## src/rtl/apb_pkg.sv

```systemverilog
// Shared APB definitions: FSM state encoding and bus widths, common to master and slave.
package apb_pkg;

  localparam int ADDR_W = 4;
  localparam int DATA_W = 8;
  localparam int CNT_W  = 8;

  typedef enum logic [1:0] {
    IDLE   = 2'd0,
    SETUP  = 2'd1,
    ACCESS = 2'd2
  } apb_state_t;

endpackage

```

## src/rtl/apb_wait_timer.sv

```systemverilog
// Saturating wait-state counter with clear and enable.
// hit flags the enabled cycle whose increment brings the count to TIMEOUT.
module apb_wait_timer
  import apb_pkg::*;
#(
  parameter int TIMEOUT = 15
) (
  input  logic pclk,
  input  logic preset,
  input  logic clr,
  input  logic en,
  output logic hit
);

  localparam logic [CNT_W-1:0] LIMIT = CNT_W'(TIMEOUT - 1);

  logic [CNT_W-1:0] count;

  always_ff @(posedge pclk or posedge preset) begin
    if (preset) begin
      count <= '0;
    end else if (clr) begin
      count <= '0;
    end else if (en && (count != '1)) begin
      count <= count + 1'b1;
    end
  end

  // Combinational so the abort happens on the same edge the count reaches TIMEOUT.
  assign hit = en && (count >= LIMIT);

endmodule

```

## src/rtl/apb_master_wait.sv

```systemverilog
// APB master with one outstanding transfer, wait-state support and an ACCESS-phase timeout.
//
// state  | meaning
// IDLE   | cmd_ready high, bus idle, rsp pulse lands here
// SETUP  | psel high, penable low, one cycle
// ACCESS | psel and penable high until pready or timeout
module apb_master_wait
  import apb_pkg::*;
#(
  parameter int TIMEOUT = 15
) (
  input  logic              pclk,
  input  logic              preset,
  input  logic              cmd_valid,
  output logic              cmd_ready,
  input  logic              cmd_write,
  input  logic [ADDR_W-1:0] cmd_addr,
  input  logic [DATA_W-1:0] cmd_wdata,
  output logic              rsp_valid,
  output logic [DATA_W-1:0] rsp_rdata,
  output logic              rsp_timeout,
  output logic [ADDR_W-1:0] paddr,
  output logic              psel,
  output logic              penable,
  output logic              pwrite,
  output logic [DATA_W-1:0] pwdata,
  input  logic [DATA_W-1:0] prdata,
  input  logic              pready
);

  apb_state_t state;
  logic       timer_clr;
  logic       timer_en;
  logic       timer_hit;

  assign timer_clr = (state == SETUP);
  assign timer_en  = (state == ACCESS) && !pready;

  apb_wait_timer #(.TIMEOUT(TIMEOUT)) u_timer (
    .pclk   (pclk),
    .preset (preset),
    .clr    (timer_clr),
    .en     (timer_en),
    .hit    (timer_hit)
  );

  always_ff @(posedge pclk or posedge preset) begin
    if (preset) begin
      state       <= IDLE;
      cmd_ready   <= 1'b1;
      psel        <= 1'b0;
      penable     <= 1'b0;
      pwrite      <= 1'b0;
      paddr       <= '0;
      pwdata      <= '0;
      rsp_valid   <= 1'b0;
      rsp_timeout <= 1'b0;
      rsp_rdata   <= '0;
    end else begin
      rsp_valid <= 1'b0;
      case (state)
        IDLE: begin
          if (cmd_valid) begin
            paddr     <= cmd_addr;
            pwrite    <= cmd_write;
            pwdata    <= cmd_wdata;
            psel      <= 1'b1;
            penable   <= 1'b0;
            cmd_ready <= 1'b0;
            state     <= SETUP;
          end
        end
        SETUP: begin
          penable <= 1'b1;
          state   <= ACCESS;
        end
        ACCESS: begin
          // pready wins over a timeout hitting in the same cycle
          if (pready) begin
            psel        <= 1'b0;
            penable     <= 1'b0;
            cmd_ready   <= 1'b1;
            rsp_valid   <= 1'b1;
            rsp_timeout <= 1'b0;
            rsp_rdata   <= pwrite ? '0 : prdata;
            state       <= IDLE;
          end else if (timer_hit) begin
            psel        <= 1'b0;
            penable     <= 1'b0;
            cmd_ready   <= 1'b1;
            rsp_valid   <= 1'b1;
            rsp_timeout <= 1'b1;
            rsp_rdata   <= '0;
            state       <= IDLE;
          end
        end
        default: begin
          psel      <= 1'b0;
          penable   <= 1'b0;
          cmd_ready <= 1'b1;
          state     <= IDLE;
        end
      endcase
    end
  end

endmodule
```

## config.mk

```make
export PLATFORM = sky130hd
export DESIGN_NAME = apb_master_wait
export DESIGN_NICKNAME = d
export VERILOG_FILES = /design/src/rtl/apb_pkg.sv /design/src/rtl/apb_wait_timer.sv /design/src/rtl/apb_master_wait.sv
export SDC_FILE = /design/constraint.sdc
export NUM_CORES = 1
export LEC_CHECK = 0
export CORE_MARGIN = 2
export CORE_UTILIZATION = 45
export DETAILED_ROUTE_END_ITERATION = 6
export PLACE_DENSITY = 0.89
export SLEW_MARGIN = 20
export SYNTH_ARGS = -nofsm -noshare
export SYNTH_HDL_FRONTEND = slang
export SYNTH_SLANG_ARGS = --single-unit
```

## constraint.sdc

```tcl
create_clock -name pclk -period 2.95 [get_ports pclk]
set_clock_uncertainty 0.15 [all_clocks]
set_input_delay 0.59 -clock pclk [delete_from_list [all_inputs] [get_ports pclk]]
set_output_delay 0.59 -clock pclk [all_outputs]
set_load 0.03 [all_outputs]
```

Yosys cells after proc, flatten, opt, wreduce, memory -nomap -nowiden
Cells that the tools add are included.
{ "word_totals": {"word_cells": 52, "regBits": 36, "input_bits": 25} }
{ "op_classes": {"magnitude_cmp": 1, "eq_ne": 5, "addsub": 1, "bitwise": 1, "muxes": 22, "n_reduce_logical": 11} }
{ "op_table": {"columns": ["op", "count"], "rows": [
  ["$mux 8", 5],
  ["$mux 1", 10],
  ["$pmux 1 s3", 3],
  ["$add 8x1->8 const B", 1],
  ["$ge 8x4->1 const B", 1],
  ["$ne 8x8->1 const B", 1],
  ["$mux 2", 3],
  ["$pmux 2 s3", 1],
  ["$reduce_and 2->1", 3],
  ["$reduce_bool 2->1", 2],
  ["$logic_and 1x1->1", 3],
  ["$ne 3x3->1 const B", 1],
  ["$reduce_and 3->1", 1],
  ["$eq 2x1->1 const B", 1],
  ["$eq 2x2->1 const B", 1],
  ["$logic_not 2->1", 1],
  ["$ne 2x2->1 const B", 1],
  ["$logic_not 1->1", 1],
  ["$not 1->1", 1]
]} }

Depth between registers and ports, before layout
Gate-level depths: netlist (run 1).
{ "depth": {"ltp_word": 6, "depth_mapped": 6} }

Modules after synthesis
A second synthesis (run 1) with hierarchy kept.
{ "hier_totals": {"cells_unflattened": 144, "area_unflattened_um2": 1647.8} }
{ "modules_own_cells": {"columns": ["module", "instances", "area_each_um2", "seq_area_each_um2", "cells_each"], "rows": [
  ["apb_master_wait", 1, 1102.3, 676.9, 86],
  ["apb_wait_timer", 1, 545.5, 200.2, 58]
]} }

Least setup slack after synthesis (run 1)
OpenSTA, ideal clock, no wires.
{ "synth_timing": {"path_type": "register to register", "start": "reg, netlist name penable", "end": "reg u_timer.count[7]", "path_stages_with_launch": 4, "slack_ps": 1021, "n_path_buf": 0, "period_less_slack_ps": 1929, "arrival_ps": 1658, "path_cell_list": "dfrtp_1 -> or3b_4 -> or4_1 -> o211a_1"} }
{ "synth_lines": {"columns": ["item", "line_no", "rtl"], "rows": [
  ["end signal: assignment", "apb_wait_timer.sv:25", "count <= count + 1'b1;"],
  ["end: declaration", "apb_wait_timer.sv:17", "logic [CNT_W-1:0] count;"]
]} }

Worst setup path in the final report (run 1)
{ "layout_timing": {"start": "reg penable", "end": "out penable"} }
{ "layout_lines": {"columns": ["item", "line_no", "rtl"], "rows": [
  ["start: declaration", "apb_master_wait.sv:24", "output logic penable,"],
  ["start signal: assignment", "apb_master_wait.sv:52", "penable <= 1'b0;"],
  ["start signal: assignment", "apb_master_wait.sv:68", "penable <= 1'b0;"],
  ["start signal: assignment", "apb_master_wait.sv:74", "penable <= 1'b1;"]
]} }
No word-level cell between the ends.

==> metrics.md, run 1 <==
| Metric | Value |
|---|---|
| Max-slew violations | `0` |
| Post-CTS Repair Setup Buffers | `0` |
| Pwr dens | `985 mW/mm²` |
| WS Path Type | `reg -> out` |
| Leakage | `around 0.9 nW` |
| Hold_sp | `pwdata[4]` |
| Fill cells | `275` |
| Largest net degree at the start of global routing | `36` |
| DR WL/cell | `between 15 and 20 µm` |
| Clock Latency Late Sink | `about 0.35 ns` |
| Most frequent cells in the layout | `clkdlybuf4s50_1 (50), dfrtp_1 (34), mux2_2 (13)` |
| Minimum clock period | `between 2 and 2.5 ns` |
| Status | `complete, no violations` |
| First-pass GRT wire length | `6.44 mm` |
| Post-layout util | `0.652` |
| Crit-path max cell delay | `roughly 0.73 ns` |
| RSZ-0062 raised after global routing | `false` |
| DRT Pass-1 Iters | `4` |
| Layout cells sized above 1 | `0.144` |
| Max FO, Critical Path | `10` |
| Die Y | `about 63 µm` |
| Total Power | `2.16 mW` |
| Multi-input logic area | `roughly 670 µm²` |
| Initial Utilization | `0.472` |
| Origin of the worst setup path | `penable` |
| Placed wire-length estimate | `about 2.8 mm` |
| Final period util | `0.795` |
| Top cell type's share of synthesized area | `0.535` |
| Die W | `between 60 and 70 µm` |
| Fin Hold WS | `between 0.3 and 0.4 ns` |
| Yosys top cell by area | `dfrtp_1` |
| Via count | `between 1000 and 1500` |
| Fin. Hold Viols | `0` |
| Routed vias/inst | `5.52` |
| Post-synthesis sequential area ratio | `0.552` |
| Least-Margin Pin Slew | `between 0.6 and 0.7 ns` |
| Worst R2R Start | `penable` |
| GPL Wtd Cong | `0.790` |
| Max-cap violations | `0` |
| Post-synthesis cell area | `0.00159 mm²` |
| Gr usage total | `0.214` |
| CTS tree | `built` |
| Crit. End Element | `output port` |
| Max-slew headroom | `0.590` |
| Data arrival time of the critical path | `between 1.5 and 2 ns` |
| Core area | `around 0.0034 mm²` |
| # clock sinks | `35` |
| Root buffer cell | `clkbuf_4` |
| Vias in the first global route | `~1400` |
| Port bufs | `50` |
| Antenna Nets Post-Route | `0` |
| Clock slew at reported path FFs | `between 0.1 and 0.15 ns` |
| Syn_area_per_cell | `11.9 µm²` |
| Critical path's top delay family | `buffers and inverters` |
| Startpoint Class | `register` |
| Number of buffers created by CTS | `5` |
| Critical path buffers and inverters | `1` |
| Critical path's slowest cell | `clkdlybuf4s50_1` |
| Setup_tns | `0 ns` |
| Most common library cell in the layout ignoring fill and taps | `clkdlybuf4s50_1` |
| Global route overflow | `0` |
| Mapped Cells | `roughly 130` |
| Layout overhead on the synthesized area | `38.0%` |
| HP Class | `reg -> reg` |
| Yosys warnings | `0` |
| Distinct cells, synth | `38` |
| Peak supply drop | `between 0.6 and 0.7 mV` |
| Max Clock Freq | `between 400 and 500 MHz` |
| FF/Latch Area | `between 800 and 900 µm²` |
| Cell chain of the critical path | `clkdlybuf4s50_1` |
| Final setup viols | `0` |
| Clock Path Buffers | `2` |
| DR iter-0 viols | `47` |
| Yosys reg bits | `35` |
| Hold Buf Count CTS | `0` |
| Final nets | `between 200 and 250` |
| Diodes inserted | `0` |
| H-tree depth | `2` |
| Data required, critical path | `about 2.2 ns` |
| DIE AREA | `0.00402 mm²` |
| Final WL | `slightly below 4 mm` |
| Num ports | `51` |
| Post-cts resize count | `0` |
| # DRC | `0` |
| Initial antenna violation count | `0` |
| Synth area leaders | `dfrtp_1 (54%), mux2_2 (9.2%), a221o_1 (5.0%)` |
| Num rows | `21` |
| Post-Synthesis Net Count | `160` |
==> per-stage QoR <==
step                instance area [µm²]  instances  setup slack [ns]
detailed placement                 2140        226             0.518
global placement                   2140        226             0.558
CTS                                2190        234             0.571
global route                       2190        234             0.540
finish                             2190        234             0.604
floorplan                          1590        133              1.02
==> registers in the layout, indices dropped and copies added (netlist names), 4 cells and up <==
name / cells
rsp_rdata: 8
pwdata: 8
u_timer.count: 8
paddr: 4
==> Yosys cell counts, drive strengths merged <==
| cell | number |
|---|---|
| and2 | 9 |
| a21oi | 4 |
| a2111oi | 1 |
| nand4 | 2 |
| nand2 | 8 |
| or2b | 1 |
| dfrtp | 34 |
| a2bb2oi | 1 |
| and3 | 3 |
| a211oi | 1 |
| mux2i | 4 |
| a31o | 1 |
| a31oi | 1 |
| or4 | 1 |
| a41oi | 1 |
| nor4 | 2 |
| nor3b | 2 |
| ha | 2 |
| or3b | 1 |
| mux2 | 13 |
| nor2 | 4 |
| o21ai | 4 |
| nor3 | 1 |
| nand3 | 3 |
| dfstp | 1 |
| inv | 5 |
| and3b | 1 |
| a221o | 8 |
| nand2b | 3 |
| buf | 2 |
| o211ai | 2 |
| clkbuf | 3 |
| and4 | 1 |
| nor4bb | 1 |
| nand4b | 1 |
| o211a | 1 |
==> power by group <==
group          internal [mW]  switching [mW]
clock network         0.0887           0.172
registers              0.657           0.149
logic                  0.510           0.582
total                   1.26           0.903
==> per-layer routing <==
metal | GRT usage | routed length (µm) | up-vias
met5 | 0 | 0 | -
met4 | 0.0924 | 72 | 0
met3 | 0.0911 | 410 | 7
met2 | 0.349 | 1890 | 65
met1 | 0.246 | 1540 | 620
li1 | - | - | 599
==> path summary, 6_finish.rpt <==
| path | slack (ns) | to | depth (start not counted) |
|---|---|---|---|
| min in group asynchronous | 0.48 | u_timer.count[5] | 3 |
| worst min register to register | 0.37 | pwdata[4] | 1 |
| worst max-delay path | 0.60 | penable | 1 |
| worst min-delay path | 0.37 | pwdata[4] | 1 |
| worst max register to register | 0.96 | rsp_rdata[3] | 3 |
| max in group asynchronous | 1.81 | cmd_ready | 3 |
==> cells by family after synthesis <==
family                   share of synthesized area
AO/OA/AOI/OAI                                0.122
flip-flops                                   0.552
multiplexers                                 0.117
buffers and inverters                       0.0252
adder cells (fa/ha/maj)                     0.0157
AND/OR/NAND/NOR                              0.168
==> cell type report <==
cell class	instances	area share
Inverter	5	0.00856
Multi-Input combinational cell	88	0.306
Tap cell	46	0.0262
Timing Repair Buffer	52	0.235
Sequential cell	35	0.400
Clock buffer	5	0.0171
Clock inverter	3	0.00685
(Power assumes the default switching activity.)
==> run 2: changes to the inputs <==
==> constraint.sdc (replaced) <==
create_clock -name pclk -period 2.2 [get_ports pclk]
set_clock_uncertainty 0.15 [all_clocks]
set_input_delay 0.44 -clock pclk [delete_from_list [all_inputs] [get_ports pclk]]
set_output_delay 0.44 -clock pclk [all_outputs]
set_load 0.03 [all_outputs]
==> run 2 against run 1 <==
Die area unchanged. Design area increased by 1.8%. Via count grew 0.54%. Power increased by 34%. Setup slack got worse by 0.43 ns.
==> metrics.md, run 2 (synthesis results as in run 1) <==
| Metric | Value |
|---|---|
| Status | `complete, no violations (unchanged)` |
| Clock power frac | `0.116 (was 0.121)` |
| Post-CTS Repair Setup Buffers | `0 (unchanged)` |
| Critical path's top delay family | `buffers and inverters (unchanged)` |
| RSZ-0062 raised after global routing | `false (unchanged)` |
| Total Power | `2.89 mW (was 2.16 mW)` |
| Max-slew headroom | `0.691 (was 0.590)` |
| CTS tree | `built (unchanged)` |
| Most frequent cells in the layout | `clkdlybuf4s50_1 (48), dfrtp_1 (34), mux2_2 (13) (was clkdlybuf4s50_1 (50), dfrtp_1 (34), mux2_2 (13))` |
| DR WL/cell | `15.2 µm (was 16.7 µm)` |
| Core area | `0.00336 mm² (unchanged)` |
| Clock Latency Late Sink | `0.35 ns (about the same)` |
| Reg2Reg Depth | `4 (was 3)` |
| DR iter-0 viols | `115 (was 47)` |
| WS Path Type | `reg -> out (unchanged)` |
| Clock Path Buffers | `2 (unchanged)` |
| Pwr dens | `1290 mW/mm² (was 985 mW/mm²)` |
| Initial Utilization | `0.472 (unchanged)` |
| Max-cap violations | `0 (unchanged)` |
| Largest net degree at the start of global routing | `36 (unchanged)` |
| Max Clock Freq | `493 MHz` |
| Initial antenna violation count | `0 (unchanged)` |
| Most common library cell in the layout ignoring fill and taps | `clkdlybuf4s50_1 (unchanged)` |
| Port bufs | `50 (unchanged)` |
| Sequential share of power | `0.374 (was 0.373)` |
| Vias in the first global route | `1350 (was 1383)` |
| HP Class | `in -> async (was reg -> reg)` |
| Post-layout util | `0.664 (was 0.652)` |
| Diodes inserted | `0 (unchanged)` |
| Crit. End Element | `output port (unchanged)` |
| Reg-to-Reg End | `u_timer.count[5] (was rsp_rdata[3])` |
| Num ports | `51 (unchanged)` |
| Fin Hold WS | `0.324 ns (was 0.371 ns)` |
| Routed vias/inst | `5.43 (was 5.52)` |
| Max FO, Critical Path | `3 (was 10)` |
| Setup slack, reg-to-reg | `0.32 ns (was 0.96 ns)` |
| Die W | `63.4 µm (unchanged)` |
| Number of buffers created by CTS | `5 (unchanged)` |
| Fin. Hold Viols | `0 (unchanged)` |
| Die Y | `63.4 µm (unchanged)` |
| Comb pwr share | `0.510 (was 0.506)` |
| Final WL | `3.64 mm (was 3.92 mm)` |
| Clock slew at reported path FFs | `0.11 ns (was 0.12 ns)` |
| Top flop regs | `pwdata (8), rsp_rdata (8), u_timer.count (8) (unchanged)` |
| Layout overhead on the synthesized area | `40.6% (was 38.0%)` |
| Critical path's slowest cell | `clkdlybuf4s50_1 (unchanged)` |
| Final setup viols | `0 (unchanged)` |
| Cell chain of the critical path | `clkdlybuf4s50_1 (unchanged)` |
| Setup_tns | `0 ns (unchanged)` |
| Final period util | `0.922` |
| Placed wire-length estimate | `2.67 mm (was 2.79 mm)` |
| Num rows | `21 (unchanged)` |
| Via count | `1298 (was 1291)` |
| Minimum clock period | `between 2 and 2.5 ns` |
| Peak supply drop | `0.866 mV (was 0.641 mV)` |
| Fill cells | `261 (was 275)` |
| Global route overflow | `0 (unchanged)` |
| Final nets | `219 (was 214)` |
| First-pass GRT wire length | `6.23 mm (was 6.44 mm)` |
| # DRC | `0 (unchanged)` |
| Root buffer cell | `clkbuf_4 (unchanged)` |
| DRT Pass-1 Iters | `4 (unchanged)` |
| Setup slack after placement | `0.0349 ns (was 0.518 ns)` |
| Layout cells sized above 1 | `0.155 (was 0.144)` |
| Crit-path max cell delay | `0.69 ns (was 0.73 ns)` |
| Data arrival time of the critical path | `1.44 ns (was 1.61 ns)` |
| H-tree depth | `2 (unchanged)` |
| Leakage | `0.970 nW (was 0.924 nW)` |
| Data required, critical path | `1.61 ns (was 2.21 ns)` |
| Final WS setup | `0.171 ns (was 0.604 ns)` |
| Sw Ratio | `0.409 (was 0.418)` |
| Max-slew violations | `0 (unchanged)` |
| Net Switching | `1.18 mW (was 0.903 mW)` |
| GPL Wtd Cong | `0.872 (was 0.790)` |
| DIE AREA | `0.00402 mm² (unchanged)` |
| Worst R2R Start | `state[0] (was penable)` |
| Critical path buffers and inverters | `1 (unchanged)` |
| Antenna Nets Post-Route | `0 (unchanged)` |
| Least-Margin Pin Slew | `0.462 ns (was 0.613 ns)` |
| # clock sinks | `35 (unchanged)` |
| Internal Pwr Total | `1.70 mW (was 1.26 mW)` |
| Startpoint Class | `register (unchanged)` |
| Gr usage total | `0.201 (was 0.214)` |
## run 2: cell types whose count changed in the layout (fill, tap and decap cells not counted)
cell	delta
buf_4	+5
clkbuf_1	+2
clkdlybuf4s50_1	-2
clkinv_2	-2
dlymetal6s2s_1	+2
## run 2: worst max-delay path by stage
stage | from | to | depth (start not counted)
6_report | pwrite | pwrite | 1
5_1_grt | psel | psel | 1
4_1_cts | cmd_ready | cmd_ready | 1
3_5_place_dp | pready | u_timer.count[0] | 5
3_3_place_gp | pready | u_timer.count[7] | 4
2_1_floorplan | penable | u_timer.count[7] | 3
## run 2: power by group through the flow
stage	sequential (mW)	combinational (mW)	clock [mW]
after floorplan	1.47	0.474	0
after global placement	1.07	1.44	0
after detailed placement	1.09	1.48	0
after CTS	1.08	1.49	0.347
after global routing	1.12	1.56	0.370
final	1.08	1.47	0.336
## run 2: final cells by class
| class | count | area [µm²] | share of cell area |
|---|---|---|---|
| clock inverters | 1 | 5.00 | 0.00224 |
| flip-flops and latches | 35 | 877 | 0.393 |
| multi-input cells | 88 | 672 | 0.301 |
| inverters | 5 | 18.8 | 0.00840 |
| well taps | 46 | 57.6 | 0.0258 |
| repair buffers | 57 | 558 | 0.250 |
| clock buffers | 7 | 45.0 | 0.0202 |
## run 2: metrics by stage
step	cells	area [µm²]
floorplan	133	1590
global placement	231	2180
detailed placement	231	2180
CTS	239	2230
global route	239	2230
finish	239	2230
## run 2: per-layer routing
| layer | track usage | vias up | routed length [µm] |
|---|---|---|---|
| met5 | 0 | - | 0 |
| li1 | - | 606 | - |
| met2 | 0.318 | 54 | 1760 |
| met1 | 0.241 | 635 | 1440 |
| met3 | 0.0911 | 3 | 398 |
| met4 | 0.0734 | 0 | 35 |
## run 2: repair_timing
item / 4_1_cts / 5_1_grt
setup endpoints to repair: 0 / 2
hold buffers: 0 / 0
gates resized for setup: 0 / 2
## run 2: tightest hold or removal path, stage by stage
cell             delay [ns]
clkdlybuf4s50_1        0.40
inv_1                  0.05
buf_4                  0.37
